## src/rtl/anton_neopixel_apb_packer_pkg.sv

```systemverilog
// Shared constants for the NeoPixel APB packer: FSM encoding, window select
// bit, packed burst length and the default pixel-buffer bound.
package anton_neopixel_apb_packer_pkg;

    localparam logic [1:0] ST_IDLE   = 2'd0;
    localparam logic [1:0] ST_XFER   = 2'd1;
    localparam logic [1:0] ST_RDWAIT = 2'd2;
    localparam logic [1:0] ST_DONE   = 2'd3;

    localparam int          WIN_SEL_BIT        = 16;
    localparam int          PACK_LEN           = 4;
    localparam logic [1:0]  K_LAST             = 2'(PACK_LEN - 1);
    localparam int unsigned BUFFER_END_DEFAULT = 1023;

endpackage

```

## src/rtl/anton_neopixel_byte_seq.sv

```systemverilog
// Byte sequencer: walks k=0..3 over the raw byte bus, muxes the write lane
// and demuxes returned read bytes into the 32-bit read word.
module anton_neopixel_byte_seq
    import anton_neopixel_apb_packer_pkg::*;
(
    input  logic        busClk,
    input  logic        busResetN,
    input  logic        i_start,
    input  logic        i_advance,
    input  logic        i_packed,
    input  logic [13:0] i_addr,
    input  logic [31:0] i_wdata,
    input  logic        i_rd_active,
    input  logic [7:0]  i_rbyte,
    output logic [13:0] o_addr,
    output logic [7:0]  o_wbyte,
    output logic        o_last,
    output logic [31:0] o_rdata
);

    logic [1:0]  r_k;
    logic [1:0]  r_cap_k;
    logic        r_cap_en;
    logic [13:0] r_base;
    logic [13:0] r_addr;
    logic [31:0] r_wdata;
    logic [7:0]  r_wbyte;
    logic [31:0] r_rdata;
    logic [1:0]  w_k_nxt;

    assign w_k_nxt = r_k + 2'd1;

    always_ff @(posedge busClk or negedge busResetN) begin
        if (!busResetN) begin
            r_k      <= 2'd0;
            r_cap_k  <= 2'd0;
            r_cap_en <= 1'b0;
            r_base   <= 14'd0;
            r_addr   <= 14'd0;
            r_wdata  <= 32'd0;
            r_wbyte  <= 8'd0;
            r_rdata  <= 32'd0;
        end else begin
            // Read data returns one cycle after the strobe, so remember its lane.
            r_cap_en <= i_rd_active;
            r_cap_k  <= r_k;
            if (i_start) begin
                r_k     <= 2'd0;
                r_base  <= i_addr;
                r_addr  <= i_addr;
                r_wdata <= i_wdata;
                r_wbyte <= i_wdata[7:0];
            end else if (i_advance) begin
                r_k     <= w_k_nxt;
                r_addr  <= r_base + {12'd0, w_k_nxt};
                r_wbyte <= r_wdata[{w_k_nxt, 3'b000} +: 8];
            end
            if (r_cap_en) begin
                if (i_packed) begin
                    r_rdata[{r_cap_k, 3'b000} +: 8] <= i_rbyte;
                end else begin
                    r_rdata <= {24'd0, i_rbyte};
                end
            end
        end
    end

    assign o_addr  = r_addr;
    assign o_wbyte = r_wbyte;
    assign o_last  = (r_k == K_LAST);
    assign o_rdata = r_rdata;

endmodule

```

## src/rtl/anton_neopixel_apb_packer.sv

```systemverilog
// APB3 slave that bridges 32-bit accesses onto the NeoPixel raw byte bus,
// either one byte (direct window) or four little-endian bytes (packed window).
//
// state  | meaning
// IDLE   | waiting for psel&penable
// XFER   | strobing busWrite/busRead, one byte per cycle
// RDWAIT | last read byte in flight from the raw block
// DONE   | pready (and pslverr on a rejected packed access) for one cycle
module anton_neopixel_apb_packer
    import anton_neopixel_apb_packer_pkg::*;
#(
    parameter int unsigned BUFFER_END = BUFFER_END_DEFAULT
) (
    input  logic        busClk,
    input  logic        busResetN,
    input  logic        psel,
    input  logic        penable,
    input  logic        pwrite,
    input  logic [16:0] paddr,
    input  logic [31:0] pwdata,
    output logic [31:0] prdata,
    output logic        pready,
    output logic        pslverr,
    output logic [13:0] busAddr,
    output logic [7:0]  busDataIn,
    output logic        busWrite,
    output logic        busRead,
    input  logic [7:0]  busDataOut
);

    localparam logic [15:0] LP_END = BUFFER_END[15:0];

    logic [1:0]  r_state;
    logic        r_packed;
    logic        r_write;
    logic        r_bus_write;
    logic        r_bus_read;
    logic        r_pready;
    logic        r_pslverr;

    logic        w_req;
    logic        w_win_pk;
    logic        w_pk_err;
    logic        w_start;
    logic        w_advance;
    logic        w_last;
    logic [13:0] w_pk_base;
    logic [13:0] w_start_addr;
    logic [15:0] w_pk_top;
    logic        w_unused_addr;

    assign w_req        = (r_state == ST_IDLE) && psel && penable;
    assign w_win_pk     = paddr[WIN_SEL_BIT];
    assign w_pk_base    = {1'b0, paddr[12:2], 2'b00};
    assign w_pk_top     = {2'b00, w_pk_base} + 16'(PACK_LEN - 1);
    assign w_pk_err     = (paddr[15:13] != 3'b000) || (w_pk_top > LP_END);
    assign w_start      = w_req && !(w_win_pk && w_pk_err);
    assign w_advance    = (r_state == ST_XFER) && r_packed && !w_last;
    assign w_start_addr = w_win_pk ? w_pk_base : paddr[15:2];
    assign w_unused_addr = ^paddr[1:0];

    always_ff @(posedge busClk or negedge busResetN) begin
        if (!busResetN) begin
            r_state     <= ST_IDLE;
            r_packed    <= 1'b0;
            r_write     <= 1'b0;
            r_bus_write <= 1'b0;
            r_bus_read  <= 1'b0;
            r_pready    <= 1'b0;
            r_pslverr   <= 1'b0;
        end else begin
            case (r_state)
                ST_IDLE: begin
                    if (w_req) begin
                        r_packed <= w_win_pk;
                        r_write  <= pwrite;
                        if (w_start) begin
                            r_state     <= ST_XFER;
                            r_bus_write <= pwrite;
                            r_bus_read  <= !pwrite;
                        end else begin
                            r_state   <= ST_DONE;
                            r_pready  <= 1'b1;
                            r_pslverr <= 1'b1;
                        end
                    end
                end
                ST_XFER: begin
                    if (!r_packed || w_last) begin
                        r_bus_write <= 1'b0;
                        r_bus_read  <= 1'b0;
                        if (r_write) begin
                            r_state  <= ST_DONE;
                            r_pready <= 1'b1;
                        end else begin
                            r_state <= ST_RDWAIT;
                        end
                    end
                end
                ST_RDWAIT: begin
                    r_state  <= ST_DONE;
                    r_pready <= 1'b1;
                end
                default: begin
                    r_state   <= ST_IDLE;
                    r_pready  <= 1'b0;
                    r_pslverr <= 1'b0;
                end
            endcase
        end
    end

    anton_neopixel_byte_seq u_byte_seq (
        .busClk      (busClk),
        .busResetN   (busResetN),
        .i_start     (w_start),
        .i_advance   (w_advance),
        .i_packed    (r_packed),
        .i_addr      (w_start_addr),
        .i_wdata     (pwdata),
        .i_rd_active (r_bus_read),
        .i_rbyte     (busDataOut),
        .o_addr      (busAddr),
        .o_wbyte     (busDataIn),
        .o_last      (w_last),
        .o_rdata     (prdata)
    );

    assign busWrite = r_bus_write;
    assign busRead  = r_bus_read;
    assign pready   = r_pready;
    assign pslverr  = r_pslverr;

endmodule

```

## config.mk

```make
export PLATFORM = sky130hd
export DESIGN_NAME = anton_neopixel_apb_packer
export DESIGN_NICKNAME = d
export VERILOG_FILES = /design/src/rtl/anton_neopixel_apb_packer_pkg.sv /design/src/rtl/anton_neopixel_byte_seq.sv /design/src/rtl/anton_neopixel_apb_packer.sv
export SDC_FILE = /design/constraint.sdc
export NUM_CORES = 1
export LEC_CHECK = 0
export ABC_AREA = 1
export BUFFER_PORTS_ARGS = -buffer_cell sky130_fd_sc_hd__buf_2
export CORE_MARGIN = 2
export CORE_UTILIZATION = 45
export DETAILED_ROUTE_END_ITERATION = 7
export PLACE_DENSITY = 0.74
export SETUP_SLACK_MARGIN = 0.02
export SLEW_MARGIN = 10
export SYNTH_ARGS = -nofsm -noshare
export SYNTH_HDL_FRONTEND = slang
export SYNTH_SLANG_ARGS = --single-unit
```

## constraint.sdc

```tcl
create_clock -name busClk -period 2.64 [get_ports busClk]
set_clock_uncertainty 0.15 [all_clocks]
set_input_delay 0 -clock busClk [delete_from_list [all_inputs] [get_ports busClk]]
set_output_delay 0 -clock busClk [all_outputs]
set_load 0.005 [all_outputs]
```

==> results of run 1 <==
area by class of cell:
type / count / area, µm²
Timing Repair Buffer: 194 / 1370
Sequential cell: 113 / 2830
Clock buffer: 19 / 443
Tap cell: 147 / 184
Inverter: 58 / 218
Clock inverter: 13 / 184
Multi-Input combinational cell: 474 / 2310
Fill cell: 990 / 4430
path summary, 6_finish.rpt:
kind | startpoint | endpoint | slack (ns) | cells past startpoint
worst max register to register | u_byte_seq.r_k[0] | u_byte_seq.o_addr[6] | 0.38 | 10
worst max-delay path | u_byte_seq.r_k[0] | u_byte_seq.o_addr[6] | 0.38 | 10
max in group asynchronous | busResetN | u_byte_seq.o_addr[9] | 1.49 | 4
min in group asynchronous | busResetN | u_byte_seq.o_rdata[19] | 0.54 | 4
worst min-delay path | paddr[16] | u_byte_seq.r_base[2] | 0.07 | 4
worst min register to register | busRead | u_byte_seq.r_cap_en | 0.25 | 0
layer usage:
metal	global-route usage (%)	part of all wire [%]
met5	0	0
met4	11.7	3.4
met3	5.61	6.0
met2	41.0	50
met1	27.8	41
cells by family after synthesis:
group | Yosys count
XOR/XNOR | 2
AND/OR/NAND/NOR | 338
buffers and inverters | 82
AO/OA/AOI/OAI | 110
flip-flops | 113
multiplexers | 11
adder cells (fa/ha/maj) | 13
placed cells by master (no fill, tap or decap), types with 2 or more instances in the layout:
cell type and instances:
nand2_1 248, buf_2 116, dfrtp_1 113, o21ai_0 73, dlygate4sd3_1 67, inv_1 52
nor2_1 47, nand3_1 25, clkbuf_16 17, ha_1 12, mux2_2 11, o211ai_1 9
o22ai_1 8, a31oi_1 8, buf_4 8, nand4_1 7, inv_2 4, a21oi_1 4
o31ai_1 4, bufinv_16 4, clkinvlp_4 3, clkinv_2 3, buf_12 3, nor3_1 2
clkinv_1 2, or2_2 2, o21ai_1 2, xor2_1 2, inv_6 2
power groups by stage:
stage	logic, mW	registers (mW)	clock network [mW]
after CTS	3.15	2.93	2.47
after floorplan	2.08	2.87	0
final	3.15	2.94	2.43
after global routing	3.64	3.02	2.56
after global placement	2.92	2.92	0
after detailed placement	3.01	2.94	0
sequential cells by signal, indices dropped and copies added, names as in the netlist:
signal and flops:
busRead 1, pready 1, u_byte_seq.o_wbyte 8, u_byte_seq.r_cap_k 2, u_byte_seq.o_rdata 32, u_byte_seq.r_wdata 32, busWrite 1, u_byte_seq.r_k 2
r_state 2, r_packed 1, pslverr 1, u_byte_seq.o_addr 14, r_write 1, u_byte_seq.r_base 14, u_byte_seq.r_cap_en 1
worst reg2reg max path, delay by kind of cell (launching register included):
kind                     cells  cell delay, ns
AO/OA/AOI/OAI                1            0.18
flip-flops                   1            0.41
AND/OR/NAND/NOR              7            0.85
adder cells (fa/ha/maj)      2            0.60
through the flow:
step / setup slack (ns) / cells / hold slack [ns] / area, µm² / total power, mW
2_1_floorplan: 0.441 / 669 / -0.446 / 5490 / 4.95
3_3_place_gp: 0.464 / 918 / -0.128 / 6220 / 5.84
3_5_place_dp: 0.390 / 918 / -0.126 / 6220 / 5.95
4_1_cts: 0.393 / 1018 / 0.0561 / 7540 / 8.55
5_1_grt: 0.161 / 1018 / 0.107 / 7540 / 9.22
6_report: 0.378 / 1018 / 0.0723 / 7540 / 8.53
==> run_results.csv, run 1 <==
group,metric,value,unit
outcome,outcome,"finished, final reports clean",
power,powerDensity,1130,nW/µm²
flow_run,maxCapViolations,0,
sta,relSlewSlack,58.0,%
logic_synthesis,synthesis.area,5490,µm²
power,leakage,3.92,nW
place,post-dp-hpwl,9370,µm
global_route,antenna_found_initial,0,
global_route,grt_pass1_wl,24200,µm
logic_synthesis,synth_top_area_share,51.5,%
place,io_buffers,117,
sta,fin_crit_sh,85.7,%
detailed_routing,wl_per_cell,14.5,µm
worst_setup_path,path_class,"flip-flop to flip-flop",
logic_synthesis,synthXorXnorAreaFrac,0.319,%
logic_synthesis,ys_seq_elements,113,
logic_synthesis,yosysSeqAreaShare,51.5,%
power,vdd_ir_drop_max,0.780,mV
logic_synthesis,synth_fa_ha_area_share,3.10,%
logic_synthesis,synthMuxAreaShare,2.26,%
clocking,post-cts-setup-buffers,0,
cells_and_area,areaGrowthSynthToFinish,37.3,%
logic_synthesis,synth.most_common_cell,"nand2_1",
die,initial_core_util,45.9,%
clocking,cts_tree,"built",
detailed_routing,antenna_left,0,
sta,finalHoldViolCount,0,
logic_synthesis,post-synth-top-area-cell,"dfrtp_1",
logic_synthesis,synth_top_family_by_area,"simple AND/OR/NAND/NOR gates",
worst_setup_path,cp_max_fo,6,
worst_setup_path,path_delay_family,"simple AND/OR/NAND/NOR gates",
clocking,ctsResizeCount,0,
worst_setup_path,cp_data_arrival_time,2.46,ns
detailed_routing,drt_iter0_drc,373,
sta,setup_viol,0,
power,swShare,37.6,%
die,core,12000,µm²
worst_setup_path,cpMostUsedCell,"nand2_1",
place,gp_congestion,0.900,
worst_hold_path,hold_class,"input port to flip-flop",
clocking,htree_levels,4,
clocking,cts.sink_count,113,
sta,fmax,0.442,GHz
logic_synthesis,avgSynthCellArea,8.20,µm²
sta,finalSetupTns,0,ns
clocking,max-clock-path-buffers,2,
sta,drv_slew,0,
sta,worst_pin_slew,0.630,ns
die,rows,40,
cells_and_area,nNetsFinal,933,
worst_setup_path,slowest_delay,0.41,ns
worst_setup_path,cp_num_buf_inv,0,
detailed_routing,drc,0,
die,die_y,114,µm
logic_synthesis,async_flop_share,100,%
die,io-pin-count,120,
power,intPower,5.33,mW
detailed_routing,routed_via_density,5.13,
cells_and_area,n_antenna_cell,0,
global_route,grt_pass1_vias,5148,
power,p_clk_share,28.5,%
logic_synthesis,yosys.area_share.simple,25.1,%
global_route,grt_max_degree,50,
worst_setup_path,cp.required,2.84,ns
cells_and_area,drive_gt1_share,21.0,%
logic_synthesis,synth.distinct_cells,34,
logic_synthesis,syn_inst,669,
sta,rsz0062_at_grt,"no",
logic_synthesis,synth_common_cells,"nand2_1, dfrtp_1, o21ai_0",
clocking,clkTransAtPathRegs,0.05,ns
worst_setup_path,slowest_stage,"dfrtp_1",
sta,min_period,2.26,ns
die,die_w,114,µm
worst_setup_path,endpoint_kind,"flip-flop",
logic_synthesis,synth_edf_count,0,
logic_synthesis,synth_compound_area_share,11.3,%
cells_and_area,utilization,63.0,%
detailed_routing,routed_wl,14800,µm
logic_synthesis,yosys_warnings,0,
clocking,cts_buffers,17,
global_route,grt_overflow,0,
logic_synthesis,ys.flop_type,"dfrtp_1",
power,pwr-share-comb,37.0,%
worst_setup_path,cp-start-kind,"flip-flop",
detailed_routing,vias,5218,
logic_synthesis,synthTopCellsByArea,"dfrtp_1, nand2_1, o21ai_0, inv_1, nor2_1",
die,die_area,13100,µm²
worst_setup_path,cp_cell_sequence,"ha_1 -> fa_1 -> nand2_1 -> nor2_1 -> nand2_1 -> o21ai_0 -> nand3_1 -> nand2_1 -> nand2_1 -> nand2_1",
logic_synthesis,synth_nets,744,
clocking,cts_hold_repair.buffers,68,
clocking,clk_latency,0.41,ns
detailed_routing,firstDrtPassIters,5,
global_route,grt_usage,23.8,%
clocking,root_buffer,"clkbuf_16",
power,p_sw,3.21,mW
power,seq_power_share,34.5,%
(Power assumes the default switching activity.)
==> inputs of run 2 (changes only) <==
- PLACE_DENSITY: 0.74 -> 0.68
==> run 2 against run 1 <==
Net effect:
- hold slack worse by 0.048 ns
- non-clock buffer count unchanged
- combinational power about the same
- register-to-register slack worse by 0.13 ns
- via count up 0.15%
- critical path depth down 1
- wire length down 0.68%
- design area down 0.20%
- global-route usage up 0.19 points
- sequential power about the same
- die area unchanged
- cell count unchanged
==> run_results.csv, run 2 (same netlist as run 1, synthesis figures left out) <==
group,metric,value,unit
outcome,outcome,"finished, final reports clean",
die,io-pin-count,120,
clocking,htree_levels,4,
place,io_buffers,117,
worst_setup_path,cp_cell_sequence,"inv_1 -> ha_2 -> nand3_4 -> inv_1 -> nand2_2 -> buf_4 -> nand2_1 -> o21ai_0 -> dlygate4sd3_1",
cells_and_area,nNetsFinal,933,
global_route,grt_overflow,0,
power,swShare,38.1,%
cells_and_area,n_antenna_cell,0,
detailed_routing,routed_wl,14700,µm
clocking,clkTransAtPathRegs,0.06,ns
cells_and_area,layout_commonest_cell,"nand2_1",
power,p_clk_share,27.5,%
sta,setup_viol,0,
worst_setup_path,slowest_delay,0.56,ns
worst_setup_path,r2r_setup_slack,0.25,ns
worst_setup_path,cp_data_arrival_time,2.53,ns
detailed_routing,drc,0,
clocking,max-clock-path-buffers,2,
clocking,clk_latency,0.41,ns
sta,relSlewSlack,52.8,%
worst_setup_path,timing.rr.start,"r_state[0]",
detailed_routing,firstDrtPassIters,5,
sta,finalSetupTns,0,ns
sta,fmax,0.418,GHz
sta,finalHoldViolCount,0,
cells_and_area,layout_common_cells,"nand2_1, buf_2, dfrtp_1",
power,powerDensity,1120,nW/µm²
worst_setup_path,cp_num_buf_inv,4,
cells_and_area,nFillCells,990,
worst_setup_path,cpMostUsedCell,"inv_1",
power,leakage,3.90,nW
power,seq_power_share,34.7,%
die,die_w,114,µm
cells_and_area,drive_gt1_share,21.5,%
sta,fin_crit_sh,90.6,%
detailed_routing,vias,5226,
die,die_area,13100,µm²
die,initial_core_util,45.9,%
worst_hold_path,hold_class,"input port to asynchronous set/reset pin",
worst_setup_path,r2r_end,"u_byte_seq.r_base[0]",
power,pwr-share-comb,37.8,%
place,post-dp-hpwl,9480,µm
clocking,cts.sink_count,113,
global_route,antenna_found_initial,0,
global_route,grt_pass1_vias,5265,
cells_and_area,areaGrowthSynthToFinish,37.0,%
worst_setup_path,cp-start-kind,"flip-flop",
power,vdd_ir_drop_max,0.568,mV
cells_and_area,ff_latch_area,2830,µm²
detailed_routing,routed_via_density,5.13,
die,rows,40,
detailed_routing,antenna_left,0,
global_route,grt_pass1_wl,24600,µm
worst_setup_path,startpoint,"r_state[0]",
worst_setup_path,slowest_stage,"dlygate4sd3_1",
worst_setup_path,rr_worst_depth,9,
worst_setup_path,cp_max_fo,27,
cells_and_area,multiInputGateArea,2310,µm²
power,p_sw,3.21,mW
worst_setup_path,path_class,"flip-flop to flip-flop",
worst_setup_path,cp.required,2.78,ns
sta,drv_slew,0,
die,core,12000,µm²
sta,rsz0062_at_grt,"no",
clocking,cts_buffers,17,
place,gp_congestion,0.925,
worst_setup_path,endpoint_kind,"flip-flop",
flow_run,maxCapViolations,0,
worst_setup_path,path_delay_family,"buffers and inverters",
clocking,cts_tree,"built",
worst_setup_path,endpoint,"u_byte_seq.r_base[0]",
die,die_y,114,µm
sta,min_period,2.39,ns
global_route,grt_max_degree,49,
sta,holdWs,0.0240,ns
clocking,root_buffer,"clkbuf_16",
detailed_routing,wl_per_cell,14.4,µm
power,intPower,5.21,mW
detailed_routing,drt_iter0_drc,383,
clocking,post-cts-setup-buffers,0,
worst_setup_path,path_depth,9,
global_route,grt_usage,24.0,%
sta,worst_pin_slew,0.706,ns
## run 2: cell types whose count changed in the layout (fill, tap and decap cells not counted), sizes merged
cell and delta:
clkinv -1, dlygate4sd3 -1, inv -1, clkbuf +2, bufinv -2, clkinvlp +2, buf +1
## run 2: per-layer routing
layer,up-vias,track usage [%],routed length [µm]
met5,-,0,0
met2,190,38.6,7010
li1,2536,-,-
met3,46,6.19,841
met1,2454,30.0,6230
met4,0,12.2,573
## run 2: metrics by stage
stage | utilization, % | area, µm² | cells | total power [mW] | setup WS (ns)
after floorplan | - | 5490 | 669 | 4.95 | 0.441
after global placement | 52.1 | 6230 | 919 | 5.82 | 0.359
after detailed placement | 52.1 | 6230 | 919 | 5.95 | 0.319
after CTS | 62.8 | 7520 | 1018 | 8.43 | 0.189
after global routing | 62.9 | 7520 | 1018 | 9.12 | 0.0862
final | 62.9 | 7520 | 1018 | 8.42 | 0.248
## run 2: how the worst min path moves through the flow
stage	to	slack (ns)	cells past startpoint
finish	u_byte_seq.o_rdata[10]	0.02	3
global route	u_byte_seq.o_rdata[4]	0.04	3
CTS	u_byte_seq.o_rdata[4]	0.03	3
detailed placement	u_byte_seq.o_rdata[26]	-0.18	1
global placement	u_byte_seq.o_rdata[26]	-0.19	1
floorplan	busRead	-0.45	0
## run 2: tightest hold or removal path: stages
cell and delay, ns:
dlygate4sd3_1 0.52, buf_4 0.20, buf_12 0.22
## run 2: cell type report
class | instances | area share (%)
clock buffer | 21 | 6.39
clock inverter | 11 | 1.71
inverter | 58 | 2.89
multi-input combinational | 474 | 30.8
sequential | 113 | 37.6
tap | 147 | 2.45
timing repair buffer | 194 | 18.2
## run 2: what timing repair did
action,4_1_cts,5_1_grt
hold buffers,67,0
gates resized for setup,0,2
setup endpoints to repair,0,3
endpoints found under the hold margin,217,0
## run 2: power groups by stage
stage	clock (mW)	sequential (mW)	combinational [mW]
5_1_grt	2.46	3.01	3.65
6_report	2.32	2.92	3.18
3_5_place_dp	0	2.92	3.02
3_3_place_gp	0	2.90	2.92
4_1_cts	2.35	2.91	3.17
2_1_floorplan	0	2.87	2.08
==> inputs of run 3 (changes only) <==
- PLACE_DENSITY: 0.68 -> 0.71
- clock period: 2.64 -> 2.2 ns (I/O delays scaled with it)
==> run 3 against run 2 <==
Net effect:
- global-route usage down 1.4 points
- critical endpoint is now u_byte_seq.o_wbyte[2]
- power up 24%
- largest power group unchanged
- highest routed layer unchanged
- core utilization up 0.61 points
==> run_results.csv, run 3 (same netlist as run 1, synthesis figures left out) <==
group,metric,value,unit
worst_setup_path,cp-start-kind,"flip-flop",
sta,drv_slew,0,
place,post-dp-hpwl,9590,µm
flow_run,maxCapViolations,0,
worst_setup_path,endpoint_kind,"flip-flop",
detailed_routing,wl_per_cell,14.3,µm
die,io-pin-count,120,
global_route,grt_overflow,0,
cells_and_area,n_antenna_cell,0,
die,initial_core_util,45.9,%
worst_hold_path,hold_class,"input port to flip-flop",
cells_and_area,nFillCells,967,
power,leakage,3.95,nW
cells_and_area,layout_common_cells,"nand2_1, buf_2, dfrtp_1",
detailed_routing,drc,0,
outcome,outcome,"finished, final reports clean",
clocking,cts_tree,"built",
clocking,clkTransAtPathRegs,0.05,ns
sta,relSlewSlack,60.5,%
detailed_routing,vias,5251,
worst_setup_path,cp_data_arrival_time,2.23,ns
cells_and_area,drive_gt1_share,22.2,%
die,die_w,114,µm
worst_setup_path,cpMostUsedCell,"inv_1",
power,p_sw,3.82,mW
detailed_routing,firstDrtPassIters,5,
detailed_routing,drt_iter0_drc,353,
sta,rsz0062_at_grt,"yes",
sta,fin_ws,0.142,ns
detailed_routing,antenna_left,0,
power,intPower,6.61,mW
power,p_clk_share,28.8,%
sta,finalSetupTns,0,ns
worst_setup_path,path_class,"flip-flop to flip-flop",
detailed_routing,routed_via_density,5.16,
power,total_power,10.4,mW
place,gp_congestion,0.875,
sta,min_period,2.06,ns
place,io_buffers,117,
cells_and_area,areaGrowthSynthToFinish,38.4,%
clocking,cts_buffers,17,
worst_setup_path,cp_max_fo,22,
sta,worst_pin_slew,0.591,ns
global_route,grt_max_degree,53,
power,pwr-share-comb,37.6,%
global_route,antenna_found_initial,0,
worst_setup_path,slowest_stage,"dfrtp_1",
power,seq_power_share,33.6,%
die,die_y,114,µm
global_route,grt_pass1_wl,23500,µm
sta,setup_viol,0,
global_route,grt_usage,22.6,%
sta,finalHoldViolCount,0,
worst_setup_path,cp_cell_sequence,"inv_1 -> ha_1 -> inv_1 -> nor3_4 -> inv_2 -> nand2_4 -> buf_4 -> nor2_1 -> a31oi_1",
global_route,grt_pass1_vias,5117,
sta,fin_crit_sh,93.6,%
sta,fmax,0.486,GHz
clocking,cts.sink_count,113,
detailed_routing,routed_wl,14500,µm
cells_and_area,layout_commonest_cell,"nand2_1",
worst_setup_path,cp.required,2.37,ns
cells_and_area,fin_cells,1018,
place,dpl_worst_slack,0.0914,ns
sta,holdWs,0.167,ns
clocking,root_buffer,"clkbuf_16",
die,die_area,13100,µm²
power,vdd_ir_drop_max,0.761,mV
worst_setup_path,slowest_delay,0.41,ns
clocking,max-clock-path-buffers,2,
die,core,12000,µm²
power,swShare,36.7,%
power,powerDensity,1370,nW/µm²
place,placed_cells_incl_taps,925,
die,rows,40,
clocking,htree_levels,4,
clocking,clk_latency,0.41,ns
cells_and_area,nNetsFinal,934,
run 3: power groups by stage:
stage / Clock [mW] / Combinational [mW] / Sequential [mW]
after floorplan: 0 / 2.50 / 3.44
after detailed placement: 0 / 3.73 / 3.50
after CTS: 3.02 / 3.87 / 3.49
final: 3.00 / 3.92 / 3.51
after global routing: 3.13 / 4.49 / 3.60
after global placement: 0 / 3.60 / 3.47
run 3: worst paths after layout:
check	start	cells past startpoint	slack (ns)	end
max	r_state[1]	9	0.14	u_byte_seq.o_wbyte[2]
min	pwdata[10]	4	0.17	u_byte_seq.r_wdata[10]
max reg2reg	r_state[1]	9	0.14	u_byte_seq.o_wbyte[2]
min reg2reg	busRead	0	0.24	u_byte_seq.r_cap_en
max in group asynchronous	busResetN	4	0.94	u_byte_seq.o_wbyte[5]
min in group asynchronous	busResetN	4	0.55	u_byte_seq.o_rdata[26]
run 3: routing by layer:
metal / part of all wire [%] / global-route usage [%] / up-vias
li1: - / - / 2547
met1: 42 / 27.7 / 2441
met2: 50 / 38.6 / 231
met3: 6.0 / 6.03 / 32
met4: 2.3 / 8.05 / 0
met5: 0 / 0 / -
run 3: what timing repair did:
item,CTS,global route
resized for setup,0,6
endpoints found under the hold margin,217,0
setup endpoints to repair,0,27
hold buffers,62,0
setup buffers,0,0
run 3: cell type report:
| type | count | area [µm²] | share of cell area, % |
|---|---|---|---|
| repair buffers | 195 | 1380 | 18.1 |
| clock inverters | 10 | 183 | 2.41 |
| multi-input cells | 474 | 2340 | 30.9 |
| flip-flops and latches | 113 | 2830 | 37.3 |
| inverters | 58 | 218 | 2.87 |
| well taps | 147 | 184 | 2.42 |
| clock buffers | 21 | 460 | 6.06 |
run 3: worst max-delay path, delay by kind of cell (launching register included):
kind	cells	cell delay (ns)
flops	1	0.41
fa+ha+maj	1	0.20
buf+inv	4	0.56
simple gates	3	0.51
compound gates	1	0.15
run 3: through the flow:
stage | utilization (%) | area [µm²]
finish | 63.5 | 7590
global route | 63.5 | 7590
CTS | 63.2 | 7560
detailed placement | 52.6 | 6290
global placement | 52.6 | 6290
floorplan | - | 5490
